File: config.mk
export PLATFORM = sky130hd
export DESIGN_NAME = seq_adder_n
export DESIGN_NICKNAME = d
export VERILOG_FILES = /design/src/rtl/seq_adder_n.sv
export SDC_FILE = /design/constraint.sdc
export NUM_CORES = 1
export LEC_CHECK = 0
export BUFFER_PORTS_ARGS = -buffer_cell sky130_fd_sc_hd__buf_2
export CAP_MARGIN = 20
export CORE_MARGIN = 2
export CORE_UTILIZATION = 35
export DETAILED_ROUTE_END_ITERATION = 8
export GPL_TIMING_DRIVEN = 0
export PLACE_DENSITY = 0.54
export SYNTH_ARGS = -nofsm -noshare
export SYNTH_HDL_FRONTEND = slang
export SYNTH_SLANG_ARGS = --single-unit
File: constraint.sdc
create_clock -name clk -period 2.34 [get_ports clk]
set_clock_uncertainty 0.15 [all_clocks]
set_input_delay 0.234 -clock clk [delete_from_list [all_inputs] [get_ports clk]]
set_output_delay 0.234 -clock clk [all_outputs]
set_load 0.01 [all_outputs]
File: src/rtl/seq_adder_n.sv
// seq_adder_n: multi-cycle WIDTH-bit adder that adds DIGIT bits per clock,
// least significant digit first, with a registered carry between digits.
//
// Optional feature macro: SEQ_ADDER_SUB_EN
//   When defined, an extra input 'sub' is captured with the operands; sub=1
//   computes a + ~b + 1 (cin ignored), so cout=1 means no borrow.
//   When undefined, the block is a pure adder with no 'sub' port.
//
// Handshake: start is sampled only while idle; an accepted start captures
// a/b/cin, busy is high for NDIG cycles, then done pulses for one cycle in the
// same cycle that sum/cout take the new result (busy is already low then).
// Starts while busy are ignored; sum/cout hold until the next done or reset.
module seq_adder_n #(
  parameter int WIDTH = 16,
  parameter int DIGIT = 4
) (
  input  logic             clk,
  input  logic             rst,
  input  logic             start,
`ifdef SEQ_ADDER_SUB_EN
  input  logic             sub,
`endif
  input  logic [WIDTH-1:0] a,
  input  logic [WIDTH-1:0] b,
  input  logic             cin,
  output logic             busy,
  output logic             done,
  output logic [WIDTH-1:0] sum,
  output logic             cout
);

  localparam int NDIG = WIDTH / DIGIT;
  localparam int CW   = (NDIG > 1) ? $clog2(NDIG) : 1;

  // Reject illegal parameter combinations at elaboration time.
  if ((WIDTH < 1) || (DIGIT < 1) || (DIGIT > WIDTH) || ((WIDTH % DIGIT) != 0)) begin : g_bad_params
    $error("seq_adder_n: need 1 <= DIGIT <= WIDTH and WIDTH %% DIGIT == 0");
  end

  typedef enum logic {
    IDLE = 1'b0,
    RUN  = 1'b1
  } state_t;

  state_t           state;
  state_t           state_nx;
  logic [CW-1:0]    cnt;
  logic [WIDTH-1:0] a_sh;
  logic [WIDTH-1:0] b_sh;
  logic [WIDTH-1:0] part_r;
  logic             carry_r;
`ifdef SEQ_ADDER_SUB_EN
  logic             sub_r;
`endif

  logic                   last;
  logic [DIGIT-1:0]       b_dig;
  logic [DIGIT:0]         dsum;
  logic [WIDTH+DIGIT-1:0] cat;
  logic [WIDTH-1:0]       part_nx;

  // The digit being processed is the last one of the operation.
  assign last = (cnt == CW'(NDIG - 1));

  // busy is a pure decode of the state register.
  assign busy = (state == RUN);

  // State register.
  always_ff @(posedge clk or posedge rst) begin
    if (rst) begin
      state <= IDLE;
    end else begin
      state <= state_nx;
    end
  end

  // Next-state logic: idle until start, run until the last digit is added.
  always_comb begin
    state_nx = state;
    case (state)
      IDLE:    if (start) state_nx = RUN;
      RUN:     if (last)  state_nx = IDLE;
      default: state_nx = IDLE;
    endcase
  end

  // One digit of addition; the new digit enters the partial word at the MSB end.
  always_comb begin
    b_dig = b_sh[DIGIT-1:0];
`ifdef SEQ_ADDER_SUB_EN
    b_dig = b_sh[DIGIT-1:0] ^ {DIGIT{sub_r}};
`endif
    dsum    = {1'b0, a_sh[DIGIT-1:0]} + {1'b0, b_dig} + {{DIGIT{1'b0}}, carry_r};
    cat     = {dsum[DIGIT-1:0], part_r} >> DIGIT;
    part_nx = cat[WIDTH-1:0];
  end

  // Operand capture, digit stepping, and result/done update on the last digit.
  always_ff @(posedge clk or posedge rst) begin
    if (rst) begin
      cnt     <= '0;
      a_sh    <= '0;
      b_sh    <= '0;
      part_r  <= '0;
      carry_r <= 1'b0;
`ifdef SEQ_ADDER_SUB_EN
      sub_r   <= 1'b0;
`endif
      sum     <= '0;
      cout    <= 1'b0;
      done    <= 1'b0;
    end else begin
      done <= 1'b0;
      case (state)
        IDLE: begin
          if (start) begin
            cnt    <= '0;
            a_sh   <= a;
            b_sh   <= b;
            part_r <= '0;
`ifdef SEQ_ADDER_SUB_EN
            sub_r   <= sub;
            carry_r <= sub ? 1'b1 : cin;
`else
            carry_r <= cin;
`endif
          end
        end
        RUN: begin
          a_sh    <= a_sh >> DIGIT;
          b_sh    <= b_sh >> DIGIT;
          part_r  <= part_nx;
          carry_r <= dsum[DIGIT];
          cnt     <= cnt + CW'(1);
          if (last) begin
            sum  <= part_nx;
            cout <= dsum[DIGIT];
            done <= 1'b1;
          end
        end
        default: ;
      endcase
    end
  end

endmodule

==> flow_summary_export.csv <==
group,metric,value,unit
placement,post_dp_cell_area,0.003349,mm^2
critical_path,crit_type,"flop to flop",
grt,first_global_vias,2067,
logic_synthesis,yosysWarnings,0,
critical_path,cpLargestDelayFamily,"adder cells",
grt,grtUsageTotal,15.03,%
die,core_area,0.008175,mm^2
timing,worstMarginPinSlew,0.8226,ns
power,power-per-cell-area,1190,mW/mm^2
timing,hold_viol,0,
finish,multi_input_area,0.001185,mm^2
route,drc_errors,0,
finish,regArea,0.001652,mm^2
placement,gp_congestion,0.7846,
timing,maxSlewHeadroom,45.16,%
critical_path,worstPathArrival,2.25,ns
finish,instances_no_fill,439,
clock_network,clock_latency,0.34,ns
clock_network,clk_path_buf_depth,2,
logic_synthesis,post-synth-top-count-cell,"dfrtp_1",
clock_network,postCtsResizedCells,0,
clock_network,clkSlewWorstSetupHoldPaths,0.07,ns
route,ant_nets,0,
die,start_util,36.09,%
route,drt_iter0_drc,64,
status,status,"completed",
finish,n_antenna_cell,0,
critical_path,regToRegStartpoint,"a_sh[0]",
logic_synthesis,synth_commonest_cells,"dfrtp_1 (66), nand2_1 (38), mux2i_1 (34), o21ai_0 (31), mux2_2 (15)",
clock_network,root_buffer,"clkbuf_8",
finish,final_cell_area,0.003666,mm^2
die,pin_count,55,
timing,setup_viol,0,
critical_path,timing.rr.end,"cout",
route,drt_pass1_iterations,5,
critical_path,reg2reg_depth,5,
critical_path,cpPeakStageDelay,0.46,ns
route,vias,2058,
clock_network,cts_made_buffers,9,
logic_synthesis,ys_types,31,
power,leakage,0.001841,uW
route,vias_per_cell,4.688,
run,maxCapViolCount,0,
placement,place_hpwl,4.253,mm
placement,portBuffers,53,
critical_path,worstSetupStartpoint,"a_sh[0]",
grt,overflow,0,
logic_synthesis,synth-seq-area-share,55.98,%
die,core.rowCount,33,
min_path,hold_depth,3,
logic_synthesis,netlist_instances,256,
critical_path,crit_path_end_kind,"flop",
logic_synthesis,synth.area.top_cells,"dfrtp_1 (56%), mux2i_1 (12%), mux2_2 (5.7%)",
die,die_w,95.81,um
logic_synthesis,synth_edf_count,0,
finish,nets,372,
logic_synthesis,synth_nets,298,
critical_path,worstSetupPathDepth,5,
clock_network,cts_max_level,3,
min_path,hold_class,"input pin to flop",
critical_path,path_cells,"fa_1 -> fa_1 -> a21o_1 -> a21oi_1 -> o21ai_0",
logic_synthesis,synth_top_cell_area_share,55.98,%
logic_synthesis,avgSynthCellArea,11.52,um^2
critical_path,crit_path_frequent_cell,"fa_1",
logic_synthesis,synth.largest_area_cell,"dfrtp_1",
timing,fin_crit,2.191,ns
critical_path,cp-endpoint,"cout",
critical_path,worstPathMaxFanout,2,
logic_synthesis,yosys_register_bits,66,
placement,dp.cells,414,
power,ir_drop,0.3983,mV
finish,drive_gt1_share,29.94,%
clock_network,cts_setup_buffers,0,
grt,grt_pass1_wl,10.23,mm
route,routed_wl,6.155,mm
critical_path,critPathRequiredTime,2.40,ns
grt,grt_max_degree,67,
logic_synthesis,syn_area,0.002950,mm^2
logic_synthesis,async_flop_share,100.0,%
finish,syn2layout_area_growth,24.26,%
timing,drv_slew,0,
grt,antenna_found_initial,0,
critical_path,cp_slowest_cell,"fa_1",
route,post_drt_wl_per_cell,14.02,um
logic_synthesis,ys.flop_type,"dfrtp_1",
critical_path,rrSetupSlack,0.15,ns
die,dieArea,0.009180,mm^2
timing,post-route-period-util,93.63,%
timing,rsz0062_at_grt,"false",
critical_path,cp-start-kind,"flop",
clock_network,clock-sinks,66,
die,die_h,95.81,um
critical_path,crit_buf_inv,0,
clock_network,cts_tree,"done",
timing,fmax,456.4,MHz
finish,fillers,788,
==> layout by cell type (no fill, tap or decap), types with 3 or more instances in the layout <==
| master | n |
|---|---|
| buf_2 | 60 |
| nand2b_1 | 11 |
| mux2_2 | 15 |
| buf_4 | 5 |
| nand2_1 | 38 |
| mux2i_1 | 34 |
| inv_1 | 3 |
| dfrtp_1 | 66 |
| o21ai_0 | 31 |
| o21ai_1 | 5 |
| clkbuf_1 | 4 |
| clkbuf_8 | 10 |
| ha_1 | 4 |
| nor2_1 | 9 |
| dlygate4sd3_1 | 10 |
| a21oi_1 | 3 |
==> cells by family (layout without fill, tap and decap cells) <==
family                   count (synthesis)  in the layout  share of synthesized area [%]
buffers and inverters                   21             99                          3.859
AND/OR/NAND/NOR                         68             68                          10.90
XOR/XNOR                                 1              1                         0.2969
adder cells (fa/ha/maj)                  6              6                          3.054
flip-flops                              66             66                          55.98
AO/OA/AOI/OAI                           45             45                          8.651
multiplexers                            49             49                          17.26
==> worst reg2reg max path, delay by kind of cell (launching register included) <==
kind / cells / cell delay (ns)
compound gates: 3 / 0.62
fa+ha+maj: 2 / 0.88
flops: 1 / 0.41
==> worst min-delay path by stage <==
stage	startpoint	endpoint	slack (ns)
5_1_grt	a[10]	a_sh[10]	0.02
2_1_floorplan	a[12]	a_sh[12]	0.24
3_5_place_dp	rst	a_sh[13]	0.31
4_1_cts	a[6]	a_sh[6]	0.006
3_3_place_gp	cout	cout	0.31
6_report	b[8]	b_sh[8]	0.02
==> metrics by stage <==
stage | setup slack (ns) | TNS (ns) | hold slack (ns) | total power (uW) | util (%)
after floorplan | 0.3012 | 0 | 0.2403 | 2851 | -
after global placement | -0.6549 | -42.99 | 0.3071 | 3312 | 40.94
after detailed placement | 0.1478 | 0 | 0.3136 | 3348 | 40.97
after CTS | 0.1266 | 0 | 0.005885 | 4432 | 44.84
after global routing | 0.07457 | 0 | 0.01776 | 4699 | 44.84
final | 0.1491 | 0 | 0.02056 | 4362 | 44.84
==> timing repair <==
item | CTS | global route
endpoints found under the hold margin | 75 | 0
endpoints found under the setup margin | 0 | 0
hold buffers | 10 | 0
==> power by group <==
group	internal (uW)	switching, uW	total, uW
registers	1580	246	1820
clock network	621	435	1060
logic	694	788	1480
==> flip-flops by register name (all words and copies together), names as in the netlist <==
| register | flops |
|---|---|
| part_r | 12 |
| carry_r | 1 |
| a_sh | 16 |
| done | 1 |
| cout | 1 |
| b_sh | 16 |
| busy | 1 |
| sum | 16 |
| cnt | 2 |
==> metal layers <==
layer / vias to the layer above / share of wire [%] / GRT usage (%)
li1: 1022 / - / -
met2: 55 / 46 / 23.19
met5: - / 0 / 0
met3: 7 / 5.8 / 5.795
met1: 974 / 47 / 19.85
met4: 0 / 1.1 / 3.929
==> area by class of cell <==
cell class	instances	area share [%]
timing repair buffer	63	9.966
clock inverter	5	2.150
tap	105	3.584
buffer	17	2.696
clock buffer	10	3.754
sequential	66	45.05
multi-input combinational	169	32.32
inverter	4	0.4778
No activity file was read; power rests on OpenSTA's default activity.
